File: config.mk
export PLATFORM = sky130hd
export DESIGN_NAME = axis_video_sink
export DESIGN_NICKNAME = d
export VERILOG_FILES = /design/src/rtl/video_pkg.sv /design/src/rtl/crc32_step.sv /design/src/rtl/axis_video_sink.sv
export SDC_FILE = /design/constraint.sdc
export NUM_CORES = 1
export LEC_CHECK = 0
export CELL_PAD_IN_SITES_DETAIL_PLACEMENT = 1
export CELL_PAD_IN_SITES_GLOBAL_PLACEMENT = 2
export CORE_ASPECT_RATIO = 0.5
export CORE_MARGIN = 2
export CORE_UTILIZATION = 33
export DETAILED_ROUTE_END_ITERATION = 7
export PLACE_DENSITY = 0.89
export SYNTH_ARGS = -nofsm -noshare
export SYNTH_HDL_FRONTEND = slang
export SYNTH_SLANG_ARGS = --single-unit
File: constraint.sdc
create_clock -name clk -period 6.5 [get_ports clk]
set_input_delay 1.95 -clock clk [delete_from_list [all_inputs] [get_ports clk]]
set_output_delay 1.95 -clock clk [all_outputs]
set_load 0.02 [all_outputs]
File: src/rtl/video_pkg.sv
// Shared video definitions: CRC-32 constants, RGB pixel type, sink FSM
// state encodings and sticky error-bit positions.
// No logic, so no latency or backpressure applies.
package video_pkg;

  localparam logic [31:0] CRC32_POLY = 32'h04C1_1DB7;
  localparam logic [31:0] CRC32_INIT = 32'hFFFF_FFFF;

  typedef struct packed {
    logic [7:0] r;
    logic [7:0] g;
    logic [7:0] b;
  } pixel_t;

  // Sink FSM state encoding
  typedef logic [0:0] sink_state_t;
  localparam sink_state_t ST_WAIT_SOF = 1'b0;
  localparam sink_state_t ST_IN_FRAME = 1'b1;

  // Sticky error flag bit positions
  localparam int ERR_NO_SOF     = 0;  // beat accepted before any SOF
  localparam int ERR_EARLY_LAST = 1;  // tlast before the last pixel of a line
  localparam int ERR_MISS_LAST  = 2;  // last pixel of a line without tlast
  localparam int ERR_SOF_MID    = 3;  // SOF while a frame is in progress

endpackage

File: src/rtl/crc32_step.sv
// Next CRC-32 state after shifting DATA_W data bits in, MSB first (non-reflected).
// Latency: purely combinational.
// Backpressure: none; the caller decides when the result is registered.
// Ports: i_crc current CRC state, i_data beat data, o_crc updated CRC state.
module crc32_step
  import video_pkg::*;
#(
  parameter int DATA_W = 24
) (
  input  logic [31:0]       i_crc,
  input  logic [DATA_W-1:0] i_data,
  output logic [31:0]       o_crc
);

  logic [31:0] w_c;

  always_comb begin
    w_c = i_crc;
    for (int i = DATA_W - 1; i >= 0; i--) begin
      if (w_c[31] ^ i_data[i]) begin
        w_c = {w_c[30:0], 1'b0} ^ CRC32_POLY;
      end else begin
        w_c = {w_c[30:0], 1'b0};
      end
    end
    o_crc = w_c;
  end

endmodule

File: src/rtl/axis_video_sink.sv
// AXI-Stream RGB video sink: checks SOF/EOL framing and computes a per-frame CRC-32.
// Latency: frame_done / frame_crc appear one cycle after the edge accepting the last pixel.
// Backpressure: tready = enable & ~clear & ready_pattern[phase], never a function of tvalid.
// Ports: s_axis_* stream input; enable/clear/ready_pattern control; frame_done,
//        frame_crc, frame_count, beat_count, line_idx, pixel_idx, err_flags status.
module axis_video_sink
  import video_pkg::*;
#(
  parameter int FRAME_WIDTH  = 32,
  parameter int FRAME_HEIGHT = 24,
  parameter int DATA_W       = 24
) (
  input  logic              clk,
  input  logic              rst_n,
  input  logic [DATA_W-1:0] s_axis_tdata,
  input  logic              s_axis_tvalid,
  input  logic              s_axis_tlast,
  input  logic              s_axis_tuser,
  output logic              s_axis_tready,
  input  logic              enable,
  input  logic              clear,
  input  logic [15:0]       ready_pattern,
  output logic              frame_done,
  output logic [31:0]       frame_crc,
  output logic [31:0]       frame_count,
  output logic [31:0]       beat_count,
  output logic [15:0]       line_idx,
  output logic [15:0]       pixel_idx,
  output logic [3:0]        err_flags
);

  localparam logic [15:0] LAST_PIX  = 16'(FRAME_WIDTH - 1);
  localparam logic [15:0] LAST_LINE = 16'(FRAME_HEIGHT - 1);

  logic        r_rdy_en;
  logic [3:0]  r_phase;
  sink_state_t r_state;
  logic [31:0] r_crc;
  logic [31:0] r_frame_crc;
  logic [31:0] r_frame_count;
  logic [31:0] r_beat_count;
  logic [15:0] r_line;
  logic [15:0] r_pix;
  logic [3:0]  r_err;
  logic        r_done;

  logic        w_accept;
  logic        w_eol;
  logic        w_last_line;
  logic [31:0] w_crc_seed;
  logic [31:0] w_crc_next;

  // r_rdy_en holds tready low while in reset regardless of enable/pattern.
  assign s_axis_tready = r_rdy_en & enable & ~clear & ready_pattern[r_phase];
  assign w_accept      = s_axis_tvalid & s_axis_tready;
  assign w_eol         = (r_pix == LAST_PIX);
  assign w_last_line   = (r_line == LAST_LINE);

  // Any SOF beat restarts the CRC, whether it opens a frame or interrupts one.
  assign w_crc_seed = ((r_state == ST_WAIT_SOF) || s_axis_tuser) ? CRC32_INIT : r_crc;

  crc32_step #(.DATA_W(DATA_W)) u_crc (
    .i_crc  (w_crc_seed),
    .i_data (s_axis_tdata),
    .o_crc  (w_crc_next)
  );

  // Backpressure phase: free-running, untouched by clear.
  always_ff @(posedge clk or negedge rst_n) begin
    if (!rst_n) begin
      r_rdy_en <= 1'b0;
      r_phase  <= 4'd0;
    end else begin
      r_rdy_en <= 1'b1;
      r_phase  <= r_phase + 4'd1;
    end
  end

  always_ff @(posedge clk or negedge rst_n) begin
    if (!rst_n) begin
      r_state       <= ST_WAIT_SOF;
      r_crc         <= CRC32_INIT;
      r_frame_crc   <= 32'd0;
      r_frame_count <= 32'd0;
      r_beat_count  <= 32'd0;
      r_line        <= 16'd0;
      r_pix         <= 16'd0;
      r_err         <= 4'd0;
      r_done        <= 1'b0;
    end else begin
      r_done <= 1'b0;
      if (clear) begin
        r_state       <= ST_WAIT_SOF;
        r_crc         <= CRC32_INIT;
        r_frame_crc   <= 32'd0;
        r_frame_count <= 32'd0;
        r_beat_count  <= 32'd0;
        r_line        <= 16'd0;
        r_pix         <= 16'd0;
        r_err         <= 4'd0;
      end else if (w_accept) begin
        r_beat_count <= r_beat_count + 32'd1;
        if (s_axis_tuser) begin
          // SOF always (re)starts a frame with this beat as pixel 0.
          if (r_state == ST_IN_FRAME) begin
            r_err[ERR_SOF_MID] <= 1'b1;
          end
          r_crc   <= w_crc_next;
          r_pix   <= 16'd1;
          r_line  <= 16'd0;
          r_state <= ST_IN_FRAME;
        end else if (r_state == ST_WAIT_SOF) begin
          r_err[ERR_NO_SOF] <= 1'b1;
        end else begin
          r_crc <= w_crc_next;
          if (w_eol) begin
            // Geometry wins over tlast: the line ends here either way.
            if (!s_axis_tlast) begin
              r_err[ERR_MISS_LAST] <= 1'b1;
            end
            r_pix <= 16'd0;
            if (w_last_line) begin
              r_frame_crc   <= ~w_crc_next;
              r_done        <= 1'b1;
              r_frame_count <= r_frame_count + 32'd1;
              r_line        <= 16'd0;
              r_state       <= ST_WAIT_SOF;
            end else begin
              r_line <= r_line + 16'd1;
            end
          end else begin
            if (s_axis_tlast) begin
              r_err[ERR_EARLY_LAST] <= 1'b1;
            end
            r_pix <= r_pix + 16'd1;
          end
        end
      end
    end
  end

  assign frame_done  = r_done;
  assign frame_crc   = r_frame_crc;
  assign frame_count = r_frame_count;
  assign beat_count  = r_beat_count;
  assign line_idx    = r_line;
  assign pixel_idx   = r_pix;
  assign err_flags   = r_err;

endmodule

==> reports/results.tsv, run 1 <==
stage	metric	value	unit
run_status	outcome	complete, no violations	
synth	Synth cell types	53	
placement	Port Buffers	180	
sta	Final setup viols	0	
synth	number of synthesized register bits	171	
synth	XOR/XNOR share of the synthesized area	0.2950	
setup_path	worst reg2reg path depth	10	
routing	number of remaining DRC errors	0	
sta	Worst Skew	13.42	ps
sta	final period utilization	0.9275	
finish	final cell count without fillers	1673	
power_and_ir_drop	Total Power	4.421	mW
sta	Setup TNS	0	ps
clock_tree	CTS root buf	clkbuf_16	
setup_path	CP required	4550	ps
global_routing	initial antenna violation count	0	
routing	First-pass DRT Iterations	4	
placement	dpl cells	1641	
floorplanning	Initial Util	0.3343	
clock_tree	Clock Tree Buf Depth	2	
clock_tree	Clk Latency, worst-skew pair	450	ps
flow_run	# Max-Cap Violations	0	
sta	fin crit period	6029	ps
global_routing	via count of the first global-routing pass	9138	
finish	fill count	3559	
finish	share of cells above drive strength 1	0.08541	
synth	Mapped Cells	1064	
setup_path	Setup CP Type	in -> out	
routing	DRT Wirelength	33480	um
synth	register area share after synthesis	0.4096	
clock_tree	CTS clk-pin slew, worst paths	70	ps
floorplanning	row cnt	46	
sta	measured slew at the worst slew-check pin	1117	ps
power_and_ir_drop	maximum vdd drop	0.2215	mV
sta	Fin. Hold Viols	0	
routing	initial DRC count	383	
finish	Synth-to-Final Area Change	27.85	%
synth	post-synthesis average cell area	9.911	um2
global_routing	largest net degree at the start of global routing	84	
min_path	worst hold stages	1	
clock_tree	Setup Fix Bufs, Post-CTS	0	
clock_tree	clock sink total	171	
clock_tree	cts hold-fix bufs	0	
global_routing	first-pass GRT wire length	52760	um
floorplanning	die area	33490	um2
routing	drt wl/cell	20.01	um
setup_path	crit-path max FO	6	
routing	Via density	4.997	
synth	cell area after synthesis	10550	um2
synth	synth warn	0	
floorplanning	core area	31540	um2
power_and_ir_drop	Lkg Pwr	5.532	nW
setup_path	RR Startpoint	r_state	
clock_tree	H-tree Lvls	4	
synth	largest family of logic cells by synthesized area	XOR/XNOR gates	
floorplanning	Chip Height	130.4	um
clock_tree	TritonCTS buffer count	17	
setup_path	r2r endpoint	frame_crc[27]	
finish	Layout Nets	1280	
clock_tree	PostCTS Resize Cnt	0	
clock_tree	TritonCTS clock tree	built	
finish	Inserted Diodes	0	
floorplanning	Die Wd	256.8	um
setup_path	Crit. End Element	primary output	
placement	Routability Congestion	0.9262	
min_path	Hold Path Class	reg -> reg	
setup_path	CP arrival	4080	ps
sta	RSZ-0062 raised after global routing	no	
synth	Simple-Gate Fraction of Synth Area	0.1769	
sta	Max Slew Vio Count	0	
setup_path	reg-to-reg slack, setup	2450	ps
setup_path	startpoint types	primary input	
global_routing	Overflow after GRT	0	
synth	EDFF count, synth	0	
min_path	hold_sp	r_phase[3]	
synth	Synthesized Nets	1116	
routing	total number of vias	8360	
sta	Max Freq	165.9	MHz
floorplanning	I/O Pins	181	
placement	HPWL Detailed	25050	um
min_path	Hold EP	r_phase[3]	
power_and_ir_drop	PD cells	327.9	nW/um2
synth	mux cell area share after synthesis	0.01934	
synth	asr flop ratio synth	1.000	
global_routing	GRT Overall Usage	0.2045	
synth	Compound-Gate Fraction of Synth Area	0.06965	
routing	remaining antenna violation count	0	
synth	adder-cell share of the synthesized area	0.005933	
synth	Synth Flop Type	dfrtp_1	
sta	Slew Limit Headroom	0.2486	
-- kinds of logic after synthesis --
family,after synthesis
other,1
AO/OA/AOI/OAI,128
multiplexers,14
buffers and inverters,62
adder cells (fa/ha/maj),5
AND/OR/NAND/NOR,402
XOR/XNOR,281
flip-flops,171
-- worst max-delay path, stage by stage --
cell and delay [ps]:
clkdlybuf4s50_1 420, mux4_2 470, mux4_2 540, and2_1 170, clkdlybuf4s50_1 530
-- metrics by stage --
step	instance area (um2)	utilization	hold slack [ps]	setup WS, ps
floorplan	10550	-	453.3	1417
global placement	12810	0.4063	480.6	509.9
detailed placement	12810	0.4063	491.6	460.4
CTS	13480	0.4274	507.8	460.2
global route	13480	0.4274	517.7	416.7
finish	13480	0.4274	505.9	471.5
-- cell type report --
class	count	area, um2	share of cell area
Clock buffer	20	446.7	0.03313
Clock inverter	12	220.2	0.01633
Inverter	9	33.78	0.002506
Multi-Input combinational cell	831	5986	0.4440
Sequential cell	171	4319	0.3204
Tap cell	432	540.5	0.04009
Timing Repair Buffer	198	1936	0.1436
-- state kept, by name, indices dropped and copies added (netlist names) --
name         cells
r_rdy_en         1
beat_count      32
r_phase          4
frame_done       1
frame_count     32
pixel_idx       16
line_idx        16
r_crc           32
r_state          1
frame_crc       32
err_flags        4
-- cells in the final DEF, fill, tap and decap left out, drive strengths merged, types with 3 or more instances in the layout --
master	netlist	layout
a21oi	45	45
a31oi	9	9
and2	6	6
and3	20	20
and4	5	5
buf	10	20
bufinv	0	6
clkbuf	43	20
clkdlybuf4s50	0	178
clkinv	1	6
dfrtp	139	139
dfstp	32	32
ha	5	5
inv	8	8
mux2i	8	8
mux4	5	5
nand2	112	112
nand2b	7	7
nand3	46	46
nand4	18	18
nor2	133	133
nor3	15	15
nor3b	4	4
nor4	4	4
o211ai	13	13
o21ai	46	46
o31a	4	4
o31ai	3	3
or3	21	21
or4	3	3
xnor2	138	138
xnor3	39	39
xor2	100	100
xor3	4	4
-- per-layer routing --
metal	vias up	part of all wire	track usage
met5	-	0	0
met2	130	0.50	0.3588
li1	3919	-	-
met1	4276	0.45	0.2594
met3	35	0.037	0.04244
met4	0	0.019	0.05643
-- where the power goes --
group | internal (mW) | total [mW] | switching, mW
registers | 1.09 | 1.10 | 0.0162
logic | 1.07 | 2.15 | 1.08
clock network | 0.730 | 1.17 | 0.440
-- synthesized netlist by cell type (2+ instances only) --
cell type    n  area share
and2_1       6      0.0036
a211oi_1     2      0.0014
xnor2_1    132        0.11
nor3_1      15      0.0071
dfstp_2     32       0.080
xnor3_2      6       0.014
nand4_1     18       0.011
o31a_1       4      0.0033
o311a_1      2      0.0019
xnor3_1     33       0.070
mux2i_1      8      0.0076
nor3b_1      4      0.0028
or3_1       21       0.012
nand3_1     46       0.022
o21ai_0     46       0.022
ha_1         5      0.0059
xnor2_2      6      0.0093
a21oi_1     45       0.021
nor2_1     132       0.047
nor4b_1      2      0.0017
or4_1        3      0.0021
xor3_1       4      0.0090
and4_1       5      0.0042
nand2_1    112       0.040
clkbuf_1    42       0.015
dfrtp_1    139        0.33
a31oi_1      9      0.0053
o211ai_1    13      0.0093
and3_1      20       0.012
nor4_1       4      0.0024
inv_1        8      0.0028
xor2_1     100       0.083
buf_1        3      0.0011
or2_2        2      0.0012
buf_2        6      0.0028
o31ai_1      3      0.0021
nand2b_1     6      0.0036
mux4_2       5       0.011
-- worst max-delay path by stage --
| stage | startpoint | depth (start not counted) | endpoint | slack, ps |
|---|---|---|---|---|
| 2_1_floorplan | ready_pattern[15] | 3 | s_axis_tready | 1420 |
| 3_3_place_gp | ready_pattern[15] | 5 | s_axis_tready | 510 |
| 3_5_place_dp | ready_pattern[3] | 5 | s_axis_tready | 460 |
| 4_1_cts | ready_pattern[3] | 5 | s_axis_tready | 460 |
| 5_1_grt | ready_pattern[12] | 5 | s_axis_tready | 420 |
| 6_report | ready_pattern[3] | 5 | s_axis_tready | 470 |
No activity file was read; power rests on OpenSTA's default activity.
==> inputs of run 2 (changes only) <==
- CAP_MARGIN: default -> 30
- SLEW_MARGIN: default -> 20
==> reports/results.tsv, run 2 (synthesis gave the netlist of run 1 again) <==
stage	metric	value	unit	change
run_status	outcome	complete, no violations		
min_path	worst hold stages	2		+1
sta	Worst Skew	12.74	ps	-0.6798 ps
routing	DRT Wirelength	33400	um	-0.23%
finish	fill count	3554		-0.14%
global_routing	largest net degree at the start of global routing	84		unchanged
global_routing	GR Util met1	0.2613		+0.001919
setup_path	worst reg2reg path depth	9		-1
min_path	Hold EP	err_flags[3]		
clock_tree	Setup Fix Bufs, Post-CTS	0		unchanged
placement	Routability Congestion	0.9262		unchanged
clock_tree	TritonCTS clock tree	built		
clock_tree	TritonCTS buffer count	17		unchanged
clock_tree	Clk Latency, worst-skew pair	450	ps	about the same
sta	measured slew at the worst slew-check pin	948.2	ps	-168.6 ps
sta	Max Freq	166.1	MHz	+0.14%
finish	Final Instance Area	13410	um2	-0.50%
routing	initial DRC count	425		+11%
setup_path	slowest CP cell	mux4_2		
finish	commonest cells after routing, fill and taps aside	clkdlybuf4s50_1 (178), dfrtp_1 (139), nor2_1 (132), xnor2_1 (132), nand2_1 (112)		
setup_path	startpoint types	primary input		
routing	number of remaining DRC errors	0		unchanged
sta	RSZ-0062 raised after global routing	no		
min_path	hold_sp	err_flags[3]		
floorplanning	row cnt	46		unchanged
sta	Slew Limit Headroom	0.3678		+0.1193
sta	fin crit period	6020	ps	-8.155 ps
flow_run	# Max-Cap Violations	0		unchanged
global_routing	first-pass GRT wire length	52550	um	-0.41%
power_and_ir_drop	PD cells	319.5	nW/um2	-2.6%
sta	Setup TNS	0	ps	unchanged
setup_path	CP required	4550	ps	about the same
floorplanning	core area	31540	um2	unchanged
finish	Layout Nets	1282		+0.16%
floorplanning	die area	33490	um2	unchanged
finish	share of cells above drive strength 1	0.08769		+0.002276
global_routing	GRT Max-Usage Layer	met2		
setup_path	crit-path cells	clkdlybuf4s50_1 -> mux4_2 -> mux4_2 -> and2_1 -> clkdlybuf4s50_1		
setup_path	Buf+Inv Stages, Crit Path	2		unchanged
setup_path	reg-to-reg slack, setup	2440	ps	about the same
setup_path	r2r endpoint	r_crc[10]		
setup_path	CP Depth	5		unchanged
sta	Max Slew Vio Count	0		unchanged
power_and_ir_drop	Lkg Pwr	5.495	nW	-0.67%
finish	Inserted Diodes	0		unchanged
floorplanning	I/O Pins	181		unchanged
placement	Placed Instance Area	12820	um2	about the same
power_and_ir_drop	maximum vdd drop	0.1867	mV	-16%
finish	commonest non-fill, non-tap cell in the layout	clkdlybuf4s50_1		
routing	drt wl/cell	19.94	um	-0.35%
clock_tree	CTS clk-pin slew, worst paths	70	ps	about the same
floorplanning	Chip Height	130.4	um	unchanged
min_path	Hold Path Class	reg -> reg		
placement	Port Buffers	180		unchanged
setup_path	Slowest Stage Delay on Critical Path	550	ps	about the same
clock_tree	PostCTS Resize Cnt	0		unchanged
power_and_ir_drop	Total Power	4.286	mW	-3.0%
global_routing	GRT met2 Usage	0.3545		-0.004293
finish	Final Util	0.4253		-0.002143
global_routing	GRT Overall Usage	0.2033		-0.001160
sta	final period utilization	0.9262		-0.001255
sta	Final setup viols	0		unchanged
setup_path	crit-path max FO	6		unchanged
setup_path	Setup CP Type	in -> out		
floorplanning	Die Wd	256.8	um	unchanged
setup_path	Crit. End Element	primary output		
global_routing	initial antenna violation count	0		unchanged
setup_path	CP arrival	4070	ps	about the same
setup_path	RR Startpoint	r_state		
clock_tree	Clock Tree Buf Depth	2		unchanged
routing	First-pass DRT Iterations	5		+1
floorplanning	Initial Util	0.3343		unchanged
clock_tree	clock sink total	171		unchanged
finish	Synth-to-Final Area Change	27.21	%	
global_routing	met3 GRT Util	0.03839		-0.004051
clock_tree	H-tree Lvls	4		unchanged
routing	total number of vias	8448		+1.1%
routing	remaining antenna violation count	0		unchanged
global_routing	via count of the first global-routing pass	9058		-0.88%
clock_tree	cts hold-fix bufs	0		unchanged
routing	Via density	5.044		+0.93%
global_routing	Overflow after GRT	0		unchanged
clock_tree	CTS root buf	clkbuf_16		
setup_path	crit-path leading delay family	multiplexers		
placement	HPWL Detailed	25050	um	about the same
sta	final hold slack	504.1	ps	-1.719 ps
sta	Fin. Hold Viols	0		unchanged
==> run 2: worst max path at each step <==
stage / startpoint / end / slack (ps)
after floorplan: ready_pattern[15] / s_axis_tready / 1420
after global placement: ready_pattern[15] / s_axis_tready / 510
after detailed placement: ready_pattern[3] / s_axis_tready / 480
after CTS: ready_pattern[3] / s_axis_tready / 480
after global routing: ready_pattern[12] / s_axis_tready / 410
final: ready_pattern[12] / s_axis_tready / 480
==> run 2: cell type report <==
type,count,area [um2],area share
Clock buffer,19,442.9,0.03302
Sequential cell,171,4319,0.3220
Timing Repair Buffer,200,1948,0.1452
Tap cell,432,540.5,0.04029
Multi-Input combinational cell,831,5986,0.4462
Inverter,9,33.78,0.002518
Clock inverter,13,143.9,0.01073
==> run 2: stage by stage <==
step / worst slack [ps] / std cells
floorplan: 1417 / 1064
global placement: 509.9 / 1641
detailed placement: 479.3 / 1642
CTS: 477.6 / 1674
global route: 407.6 / 1675
finish: 479.6 / 1675
==> run 2: where the power goes <==
group / internal (mW) / switching, mW / leakage [nW] / total (mW)
Sequential: 1.09 / 0.0161 / 2.27 / 1.10
Combinational: 1.07 / 1.08 / 2.95 / 2.15
Clock: 0.578 / 0.456 / 0.276 / 1.03
Total: 2.73 / 1.55 / 5.49 / 4.29
==> run 2: metal layers <==
layer / up-vias / wire (um) / part of all wire
met1: 4360 / 15170 / 0.45
met3: 35 / 1099 / 0.033
met4: 0 / 620 / 0.019
li1: 3918 / - / -
met5: - / 0 / 0
met2: 135 / 16510 / 0.49
==> run 2: worst min-delay path: stages, from the launching register on <==
cell and delay [ps]:
dfrtp_1 340, a31oi_1 40, nor2_1 80
==> inputs of run 3 (changes only) <==
==> constraint.sdc (replaced) <==
create_clock -name clk -period 6.5 [get_ports clk]
set_input_delay 1.3 -clock clk [delete_from_list [all_inputs] [get_ports clk]]
set_output_delay 1.3 -clock clk [all_outputs]
set_load 0.02 [all_outputs]
==> reports/results.tsv, run 3 (synthesis gave the netlist of run 1 again) <==
stage	metric	value	unit	change
run_status	outcome	complete, no violations		
clock_tree	cts hold-fix bufs	0		unchanged
sta	Max Slew Vio Count	0		unchanged
setup_path	crit-path leading delay family	XOR/XNOR gates		
routing	initial DRC count	535		+26%
floorplanning	I/O Pins	181		unchanged
sta	Setup TNS	0	ps	unchanged
floorplanning	die area	33490	um2	unchanged
routing	number of remaining DRC errors	0		unchanged
sta	Worst Skew	10.60	ps	-2.136 ps
power_and_ir_drop	maximum vdd drop	0.1990	mV	+6.6%
floorplanning	Initial Util	0.3343		unchanged
clock_tree	CTS root buf	clkbuf_16		
global_routing	GRT Overall Usage	0.2064		+0.003115
finish	commonest non-fill, non-tap cell in the layout	clkdlybuf4s50_1		
floorplanning	Chip Height	130.4	um	unchanged
finish	Final Util	0.4246		-0.0006740
routing	met3 wire length	1345	um	+22%
finish	commonest cells after routing, fill and taps aside	clkdlybuf4s50_1 (178), dfrtp_1 (139), nor2_1 (132), xnor2_1 (132), nand2_1 (112)		
sta	RSZ-0062 raised after global routing	no		
clock_tree	Clock Tree Buf Depth	2		unchanged
setup_path	Buf+Inv Stages, Crit Path	1		-1
placement	Port Buffers	180		unchanged
routing	First-pass DRT Iterations	5		unchanged
finish	fill count	3584		+0.84%
clock_tree	TritonCTS clock tree	built		
sta	Fin. Hold Viols	0		unchanged
setup_path	crit-path cells	clkdlybuf4s50_1 -> nand2b_2 -> nor2_1 -> xor2_1 -> xnor2_2 -> xnor3_1 -> xor2_1 -> xor2_1 -> or3_1 -> o311a_1		
placement	Routability Congestion	0.9241		-0.23%
clock_tree	TritonCTS buffer count	17		unchanged
global_routing	first-pass GRT wire length	52920	um	+0.70%
sta	final period utilization	0.7778		-0.1484
global_routing	initial antenna violation count	1		+1
global_routing	via count of the first global-routing pass	8873		-2.0%
routing	top sig layer	met4		
setup_path	crit-path max FO	33		+27
finish	Layout Nets	1278		-0.31%
power_and_ir_drop	PD cells	316.7	nW/um2	-0.90%
routing	DRT Wirelength	34120	um	+2.2%
setup_path	Setup CP Type	in -> reg		
setup_path	startpoint types	primary input		
routing	Via density	5.111		+1.3%
global_routing	Overflow after GRT	0		unchanged
setup_path	CP required	6870	ps	+2320 ps
routing	remaining antenna violation count	0		unchanged
routing	met2 wire length	16260	um	-1.5%
setup_path	slowest CP cell	xor2_1		
sta	Max Freq	197.8	MHz	+19%
floorplanning	Die Wd	256.8	um	unchanged
routing	routed length on met1	15790	um	+4.1%
routing	drt wl/cell	20.42	um	+2.4%
sta	fin crit period	5056	ps	-964.8 ps
placement	Placed Instance Area	12810	um2	-0.11%
setup_path	most used cell, CP	xor2_1		
clock_tree	Clk Latency, worst-skew pair	440	ps	about the same
setup_path	Crit. End Element	flop		
clock_tree	H-tree Lvls	4		unchanged
placement	dpl cells	1639		-0.18%
floorplanning	row cnt	46		unchanged
finish	Inserted Diodes	0		unchanged
sta	Slew Limit Headroom	0.4187		+0.05086
routing	total number of vias	8541		+1.1%
placement	HPWL Detailed	25280	um	+0.93%
clock_tree	Setup Fix Bufs, Post-CTS	0		unchanged
floorplanning	core area	31540	um2	unchanged
clock_tree	PostCTS Resize Cnt	0		unchanged
setup_path	Slowest Stage Delay on Critical Path	590	ps	+40 ps
finish	Synth-to-Final Area Change	27.00	%	
min_path	Hold Path Class	reg -> reg		
power_and_ir_drop	Lkg Pwr	5.475	nW	-0.37%
global_routing	largest net degree at the start of global routing	70		-17%
clock_tree	CTS clk-pin slew, worst paths	70	ps	about the same
finish	final cell count without fillers	1671		-0.24%
sta	Final setup viols	0		unchanged
finish	Final Instance Area	13390	um2	-0.16%
setup_path	CP arrival	5430	ps	+1360 ps
flow_run	# Max-Cap Violations	0		unchanged
finish	share of cells above drive strength 1	0.08636		-0.001331
clock_tree	clock sink total	171		unchanged
sta	measured slew at the worst slew-check pin	871.9	ps	-76.29 ps
run 3: cell count changes in the layout (fill, tap and decap cells not counted):
cell / before / now
buf_2: 1 / 0
buf_4: 20 / 17
clkbuf_1: 1 / 0
clkinv_2: 2 / 3
clkinvlp_4: 4 / 5
inv_6: 2 / 1
nor4_1: 4 / 3
nor4_2: 0 / 1
run 3: path summary, 6_finish.rpt:
check / start / end / slack [ps] / cells past startpoint
hold reg to reg: r_phase[3] / r_phase[3] / 490 / 1
hold / removal: r_phase[3] / r_phase[3] / 490 / 1
setup reg to reg: r_state / r_crc[10] / 2060 / 9
max in group asynchronous: rst_n / frame_count[29] / 4360 / 2
setup / recovery: s_axis_tuser / r_crc[10] / 1440 / 10
min in group asynchronous: rst_n / r_phase[1] / 840 / 1
run 3: final cells by class:
cell class | count | area (um2) | share of cell area
Clock buffer | 18 | 439.2 | 0.03279
Clock inverter | 14 | 147.6 | 0.01102
Multi-Input combinational cell | 831 | 5992 | 0.4474
Inverter | 9 | 33.78 | 0.002522
Tap cell | 432 | 540.5 | 0.04036
Timing Repair Buffer | 196 | 1921 | 0.1434
Sequential cell | 171 | 4319 | 0.3225
run 3: power breakdown:
| group | internal, mW | total, mW | switching (mW) | leakage [nW] |
|---|---|---|---|---|
| Combinational | 1.06 | 2.10 | 1.04 | 2.93 |
| Clock | 0.576 | 1.03 | 0.457 | 0.274 |
| Sequential | 1.09 | 1.10 | 0.0164 | 2.27 |
| Total | 2.73 | 4.24 | 1.52 | 5.47 |
run 3: per-layer routing:
layer | up-vias | track usage
met5 | - | 0
met4 | 0 | 0.06019
met3 | 33 | 0.04147
met2 | 156 | 0.3421
met1 | 4451 | 0.2770
li1 | 3901 | -
run 3: through the flow:
step	hold slack (ps)	total power, mW	setup WS [ps]
after floorplan	453.3	2.724	2291
after global placement	475.5	3.190	1115
after detailed placement	479.8	3.209	1014
after CTS	492.7	4.265	1472
after global routing	504.0	4.448	1220
final	485.9	4.241	1444
